File: src/rtl/axis_pkg.sv
// Shared encodings for the AXI-Stream decimator: averaging mode and log_rate port width.
package axis_pkg;

  localparam int LOG_RATE_W = 5;

  typedef enum logic {
    MODE_PICK    = 1'b0,
    MODE_AVERAGE = 1'b1
  } mode_e;

endpackage

File: src/rtl/axis_decimator_lane.sv
// One sample lane of the decimator: boxcar accumulator plus floor-rounded mean.
module axis_decimator_lane
  import axis_pkg::*;
#(
  parameter int CHANNEL_WIDTH = 16,
  parameter int MAX_LOG       = 16
) (
  input  logic                     aclk,
  input  logic                     aresetn,
  input  logic                     accept_i,
  input  logic                     first_i,
  input  logic [LOG_RATE_W-1:0]    shift_i,
  input  logic [CHANNEL_WIDTH-1:0] sample_i,
  output logic [CHANNEL_WIDTH-1:0] avg_o
);

  localparam int ACC_W = CHANNEL_WIDTH + MAX_LOG;

  logic signed [ACC_W-1:0] acc_q, acc_d;
  logic signed [ACC_W-1:0] sample_ext;
  logic signed [ACC_W-1:0] sum;

  assign sample_ext = {{MAX_LOG{sample_i[CHANNEL_WIDTH-1]}}, sample_i};

  // The first beat of a window adds to zero, which doubles as the accumulator load.
  always_comb begin
    sum   = (first_i ? '0 : acc_q) + sample_ext;
    acc_d = accept_i ? sum : acc_q;
    avg_o = CHANNEL_WIDTH'(sum >>> shift_i);
  end

  always_ff @(posedge aclk) begin
    if (!aresetn) acc_q <= '0;
    else          acc_q <= acc_d;
  end

endmodule

File: src/rtl/axis_decimator.sv
// AXI-Stream decimator by 2^L: per-window pick-last or boxcar average, one output register stage.
module axis_decimator
  import axis_pkg::*;
#(
  parameter  int CHANNEL_WIDTH    = 16,
  parameter  int CHANNELS         = 2,
  parameter  int MAX_LOG          = 16,
  localparam int AXIS_TDATA_WIDTH = CHANNELS * CHANNEL_WIDTH
) (
  input  logic                        aclk,
  input  logic                        aresetn,
  input  logic [LOG_RATE_W-1:0]       log_rate,
  input  logic                        mode,
  input  logic                        S_AXIS_tvalid,
  output logic                        S_AXIS_tready,
  input  logic [AXIS_TDATA_WIDTH-1:0] S_AXIS_tdata,
  output logic                        M_AXIS_tvalid,
  input  logic                        M_AXIS_tready,
  output logic [AXIS_TDATA_WIDTH-1:0] M_AXIS_tdata
);

  logic [MAX_LOG-1:0]          cnt_q, cnt_d;
  logic [LOG_RATE_W-1:0]       l_q, l_d;
  mode_e                       mode_q, mode_d;
  logic                        m_valid_q, m_valid_d;
  logic [AXIS_TDATA_WIDTH-1:0] m_data_q, m_data_d;

  logic [LOG_RATE_W-1:0]       l_in, cur_l;
  mode_e                       cur_mode;
  logic [MAX_LOG:0]            n_m1;
  logic                        first, win_end, accept;
  logic [AXIS_TDATA_WIDTH-1:0] avg_data;

  assign l_in = (log_rate > LOG_RATE_W'(MAX_LOG)) ? LOG_RATE_W'(MAX_LOG) : log_rate;

  // Settings are sampled on the first beat of a window, so that beat uses the live inputs.
  assign first    = (cnt_q == '0);
  assign cur_l    = first ? l_in : l_q;
  assign cur_mode = first ? mode_e'(mode) : mode_q;
  assign n_m1     = ((MAX_LOG + 1)'(1) << cur_l) - (MAX_LOG + 1)'(1);
  assign win_end  = ({1'b0, cnt_q} == n_m1);

  assign S_AXIS_tready = !m_valid_q || M_AXIS_tready;
  assign accept        = S_AXIS_tvalid && S_AXIS_tready;
  assign M_AXIS_tvalid = m_valid_q;
  assign M_AXIS_tdata  = m_data_q;

  for (genvar k = 0; k < CHANNELS; k++) begin : g_lane
    axis_decimator_lane #(
      .CHANNEL_WIDTH (CHANNEL_WIDTH),
      .MAX_LOG       (MAX_LOG)
    ) u_lane (
      .aclk     (aclk),
      .aresetn  (aresetn),
      .accept_i (accept),
      .first_i  (first),
      .shift_i  (cur_l),
      .sample_i (S_AXIS_tdata[k*CHANNEL_WIDTH +: CHANNEL_WIDTH]),
      .avg_o    (avg_data[k*CHANNEL_WIDTH +: CHANNEL_WIDTH])
    );
  end

  always_comb begin
    cnt_d     = cnt_q;
    l_d       = l_q;
    mode_d    = mode_q;
    m_valid_d = m_valid_q;
    m_data_d  = m_data_q;

    if (accept) begin
      if (first) begin
        l_d    = l_in;
        mode_d = cur_mode;
      end
      cnt_d = win_end ? '0 : cnt_q + MAX_LOG'(1);
    end

    // A new result takes priority over draining, which keeps tvalid high on back-to-back windows.
    if (accept && win_end) begin
      m_valid_d = 1'b1;
      m_data_d  = (cur_mode == MODE_AVERAGE) ? avg_data : S_AXIS_tdata;
    end else if (M_AXIS_tready) begin
      m_valid_d = 1'b0;
    end
  end

  always_ff @(posedge aclk) begin
    if (!aresetn) begin
      cnt_q     <= '0;
      l_q       <= '0;
      mode_q    <= MODE_PICK;
      m_valid_q <= 1'b0;
      m_data_q  <= '0;
    end else begin
      cnt_q     <= cnt_d;
      l_q       <= l_d;
      mode_q    <= mode_d;
      m_valid_q <= m_valid_d;
      m_data_q  <= m_data_d;
    end
  end

endmodule

File: config.mk
export PLATFORM = sky130hd
export DESIGN_NAME = axis_decimator
export DESIGN_NICKNAME = d
export VERILOG_FILES = /design/src/rtl/axis_pkg.sv /design/src/rtl/axis_decimator_lane.sv /design/src/rtl/axis_decimator.sv
export SDC_FILE = /design/constraint.sdc
export NUM_CORES = 1
export LEC_CHECK = 0
export ABC_CLOCK_PERIOD_IN_PS = 5720
export CORE_MARGIN = 1.5
export CORE_UTILIZATION = 56
export DETAILED_ROUTE_END_ITERATION = 6
export PLACE_DENSITY_LB_ADDON = 0.2
export SLEW_MARGIN = 10
export SYNTH_ARGS = -nofsm -noshare
export SYNTH_HDL_FRONTEND = slang
export SYNTH_SLANG_ARGS = --single-unit
File: constraint.sdc
create_clock -name aclk -period 5.72 [get_ports aclk]
set_clock_uncertainty 0.2 [all_clocks]
set_input_delay 1.43 -clock aclk [delete_from_list [all_inputs] [get_ports aclk]]
set_output_delay 1.43 -clock aclk [all_outputs]
set_load 0.02 [all_outputs]
# Yosys cells after proc, flatten, opt, wreduce, memory -nomap -nowiden
# Index checks and enable logic that the tools add are counted.
dict set report word_totals {
  n_memories 0
  ram_bits 0
  latch_bits 0
  ff_bits 119
  romBits 0
  input_bits 42
  elab_cells 32
  out_inout_bits 34
}
dict set report op_classes {
  div_mod_pow 0
  n_mul 0
  n_lt_le_gt_ge 1
  add_sub_neg 4
  bitwise 0
  muxes 9
  n_eq_ne 1
  reduce_logical 7
  n_shift 3
}
# operator count
set op_table {}
lappend op_table {{two-way mux 32 bit} 3}
lappend op_table {{adder 32 bit} 2}
lappend op_table {{>>> shifter 32 x 5 -> 16 bit} 2}
lappend op_table {{== test 16 x 17 -> 1 bit} 1}
lappend op_table {{<< shifter 1 x 5 -> 17 bit (first input constant)} 1}
lappend op_table {{subtractor 17 x 2 -> 17 bit (second input constant)} 1}
lappend op_table {{adder 16 x 1 -> 16 bit (second input constant)} 1}
lappend op_table {{logical NOT 16 bit} 1}
lappend op_table {{two-way mux 16 bit} 1}
lappend op_table {{two-way mux 5 bit} 2}
lappend op_table {{> comparator 5 bit (second input constant)} 1}
lappend op_table {{two-way mux 1 bit} 3}
lappend op_table {{logical AND 1 bit} 2}
lappend op_table {{AND reduction 2 bit} 1}
lappend op_table {{nonzero test 2 bit} 1}
lappend op_table {{logical NOT 1 bit} 1}
lappend op_table {{logical OR 1 bit} 1}

# Longest topological paths before layout
dict set report depth {
  word_depth 8
  ltp_mapped 23
  depth_no_buf 19
}

# Cells and area by module
# A second synthesis with hierarchy kept.
dict set report hier_totals {
  hier_cells 1952
  hier_area_um2 14751.6
}
# module seq_area_each_um2 area_each_um2 instances cells_each
set by_module_without_submodules {}
lappend by_module_without_submodules {{axis_decimator_lane (g_lane[0].u_lane)} 640.6 5667.9 1 781}
lappend by_module_without_submodules {{axis_decimator_lane (g_lane[1].u_lane)} 640.6 5285.1 1 700}
lappend by_module_without_submodules {axis_decimator 1101.1 3798.6 1 471}

# Least setup slack after synthesis
# OpenSTA, ideal clock, no wires.
dict set report synth_timing {
  path_type {register to register}
  start {register cnt_q[3]}
  end {register m_data_q[14], in the netlist M_AXIS_tdata[14]}
  synth_period_minus_slack_ps 5928
  required_ps 5403
  t_arrival_ps 5610
  path_slack_ps -208
  path_stages_with_launch 21
  setup_time_ps 117
  path_buffers 4
  path_cell_list {dfxtp_1 > buf_2 > or4_1 > or4_1 > clkbuf_1 > clkbuf_1 > clkbuf_1 > and2_1 > ha_1 > fa_1 > a21o_1 > a221oi_1 > nor3_1 > nor3b_1 > xor2_1 > nor2_1 > a211oi_1 > nor3_1 > a221oi_1 > or4b_2 > a32o_1}
}
dict set report synth_between {
  elab_chain_cells 6
  word_cells_on_any_way 11
  classes_between {add/sub (2); eq/ne (1); shift (2); mux (4); reduce/logical (2)}
}
# item line
set synth_lines {}
lappend synth_lines {{start, declared} axis_decimator.sv:22} ;# logic [MAX_LOG-1:0] cnt_q, cnt_d;
lappend synth_lines {{start signal, assigned} axis_decimator.sv:95} ;# cnt_q <= cnt_d;
lappend synth_lines {{parallel branches: the longest is 6 deep, another holds adder 32 bit} n/a}
lappend synth_lines {{end signal, assigned} axis_decimator.sv:99} ;# m_data_q <= m_data_d;
lappend synth_lines {{end, declared} axis_decimator.sv:26} ;# logic [AXIS_TDATA_WIDTH-1:0] m_data_q, m_data_d;
# Parallel ways; which one is timed is not known.
# A chain may end at the register's enable or synchronous reset.

# Worst setup path in the final report
dict set report layout_timing {
  start {register cnt_q[0]}
  end {register m_data_q[31], in the netlist M_AXIS_tdata[31]}
}
# Same word-level chain as after synthesis.

==> flow_summary.yaml <==
floorplan:
  fp.dieH_um: 154
  rows: 55
  die_w_um: 154
  start_util_pct: 56.7
  die_area_mm2: 0.0238
  core_area_mm2: 0.0226
  io_pins: 76
routing:
  drtAntennaViolNets: 0
  met1_length_um: 21300
  drt_first_pass_iters: 6
  drt_iter0_drc: 1987
  top_layer_used: "met4"
  met2_length_um: 23000
  route.detailed.drc: 0
  routed_wl_um: 53800
  wl_per_cell_um: 22.5
  vias: 16100
  routed_via_density: 6.73
  wl_met3_um: 7430
placed_design:
  port_buffers: 75
  dpl.hpwl_um: 40100
  gp_congestion: 1.07
clock_tree:
  clk_pin_slew_ps: 70
  cts_tree: "built"
  cts_buffers: 17
  cts_buffer_depth: 2
  clk_latency_ps: 440
  h-tree-depth: 4
  clockRootBuffer: "clkbuf_16"
  clock_sinks: 119
  ctsHoldBuffers: 0
yosys:
  yosysTopAreaCell: "dfxtp_1"
  synth-compound-area-share_pct: 31.5
  synth_most_common_cell: "nand2_1"
  synth_area_leaders: "dfxtp_1 (19%), nand2_1 (6.9%), a21oi_1 (6.8%)"
  synth_area_mm2: 0.0128
  synth_top_flop_cell: "dfxtp_1"
  synthAdderAreaFrac_pct: 6.66
  synth.distinct_cells: 85
  synth_edf_count: 0
  synth_top_area_share_pct: 18.6
  synth_top_family_by_area: "compound AO/OA/AOI/OAI gates"
  synth_mux_area_share_pct: 5.47
  synth-seq-cells: 119
  syn_nets: 1945
  synthTopCellsByCount: "nand2_1 (234), nor2_1 (224), a21oi_1 (174)"
  synthCells: 1836
  yosys.area_share.simple_pct: 27.8
  synth_async_sr_flop_share_pct: 0
  syn_avg_cell_area_um2: 6.98
  yosysWarnings: 0
  seq_area_frac_synth_pct: 18.6
  synth_xor_area_share_pct: 5.20
setup_path:
  cp.arrival_ps: 5750
  cp-start-kind: "flip-flop"
  cpMostUsedCell: "buf_4"
  critPathMaxFanout: 13
  crit_type: "flip-flop to flip-flop"
  worstPathRequired_ps: 5830
  crit_family: "compound AO/OA/AOI/OAI gates"
  max_stage_delay_ps: 480
  worst_path_max_delay_cell: "or3b_2"
  end_kind: "flip-flop"
  r2r_slack_ps: 80
  worst-path-buf-inv: 6
  crit_chain: "inv_1, ha_1, or3b_2, or4_4, buf_4, buf_4, and2_1, ha_1, nand4_1, a2111oi_1, buf_4, nor3_2, buf_4, o21ai_0, xnor2_2, a211oi_1, buf_4, a221oi_1, o21ai_0, a211oi_1, o31ai_1"
sta:
  timing.hold.ws_ps: 249
  tightest_slew_ps: 1200
  finalSetupViolations: 0
  min_period_ps: 5640
  drv_slew: 0
  slew-limit-headroom_pct: 17.5
  hold_viol_final: 0
  fmax_mhz: 177
  finalCritPeriodShare_pct: 98.5
global_routing:
  grt_max_degree: 43
  grt_use_total_pct: 44.3
  antenna_found_initial: 2
  grt_overflow: 0
  grt_pass1_wl_um: 83000
  grt_pass1_vias: 15000
cells_and_area:
  finalNetCount: 2203
  syn_to_final_growth_pct: 28.7
  layout-drive-gt1-share_pct: 19.3
  final_core_util_pct: 73.0
power_and_ir_drop:
  powerDensity_mw_per_mm2: 238
  vdd_drop_max_mv: 0.190
  leakage_nw: 6.98
  p_total_mw: 3.92
hold_path:
  hold_class: "flip-flop to flip-flop"
run:
  drv_cap: 0
outcome:
  status: "complete, no violations"
[layout by cell type, fill, tap and decap left out, drive strengths merged, types with 20 or more instances in the layout]
cell type      instances
a211oi                37
o211ai                32
ha                    65
and2                  75
nor3                  40
xor2                  37
a221oi                25
nor2                 226
o22ai                 20
inv                   29
nand3                 49
xnor2                 39
mux2i                 53
o21ai                118
dfxtp                119
buf                  294
nand2                235
a21oi                174
clkdlybuf4s50         75
nand4                 26
[registers in the layout, summed over array words and instances (netlist names)]
signal               flops
l_q                      5
g_lane.u_lane.acc_q     64
M_AXIS_tvalid            1
M_AXIS_tdata            32
mode_q                   1
cnt_q                   16
[tightest hold or removal path, delay by kind of cell, from the launching register on]
family	cells	cell delay, ps
flip-flops	1	310
AND/OR/NAND/NOR	1	50
AO/OA/AOI/OAI	1	50
[through the flow]
stage                     instances  worst slack, ps  cell area, µm²  setup TNS [ps]
after floorplan                1836             38.5           12800               0
after global placement         2353             -168           15600           -3650
after detailed placement       2353             -222           15600           -6170
after CTS                      2386            -9.51           16300           -18.8
after global routing           2392            -32.2           16500           -41.5
final                          2394             84.8           16500               0
[final cells by class]
cell class / count / area (µm²)
multi-input combinational: 1568 / 10100
fill: 1865 / 6090
timing repair buffer: 369 / 3000
sequential: 119 / 2380
clock buffer: 17 / 425
tap: 285 / 357
clock inverter: 15 / 181
inverter: 19 / 71.3
antenna: 2 / 5.00
[logic make-up after synthesis]
logic type,count (synthesis)
compound gates,603
simple gates,756
buf+inv,149
flops,119
xor+xnor,76
fa+ha+maj,67
mux,66
[report_power, final]
group | internal [mW] | switching [mW]
Clock | 0.663 | 0.492
Sequential | 0.872 | 0.0264
Combinational | 0.750 | 1.12
Total | 2.28 | 1.64
[worst paths after layout]
check | start | end | cells past startpoint
worst max register to register | cnt_q[0]$_SDFFE_PN0P_ | M_AXIS_tdata[31]$_SDFFE_PN0P_ | 21
worst min register to register | g_lane[0].u_lane.acc_q[20]$_SDFFE_PN0P_ | g_lane[0].u_lane.acc_q[20]$_SDFFE_PN0P_ | 2
worst min-delay path | g_lane[0].u_lane.acc_q[20]$_SDFFE_PN0P_ | g_lane[0].u_lane.acc_q[20]$_SDFFE_PN0P_ | 2
worst max-delay path | cnt_q[0]$_SDFFE_PN0P_ | M_AXIS_tdata[31]$_SDFFE_PN0P_ | 21
[per-layer routing]
metal | vias to the layer above | global-route usage (%)
met5 | - | 0
met4 | 0 | 18.4
met3 | 206 | 12.7
met2 | 1114 | 67.3
met1 | 7460 | 58.7
li1 | 7343 | -
[timing repair]
action,in CTS,in global routing
endpoints found under the hold margin,0,0
pin swaps,1,11
endpoints found under the setup margin,16,31
gates resized for setup,16,34
setup buffers,1,6
No activity file was read; power rests on OpenSTA's default activity.
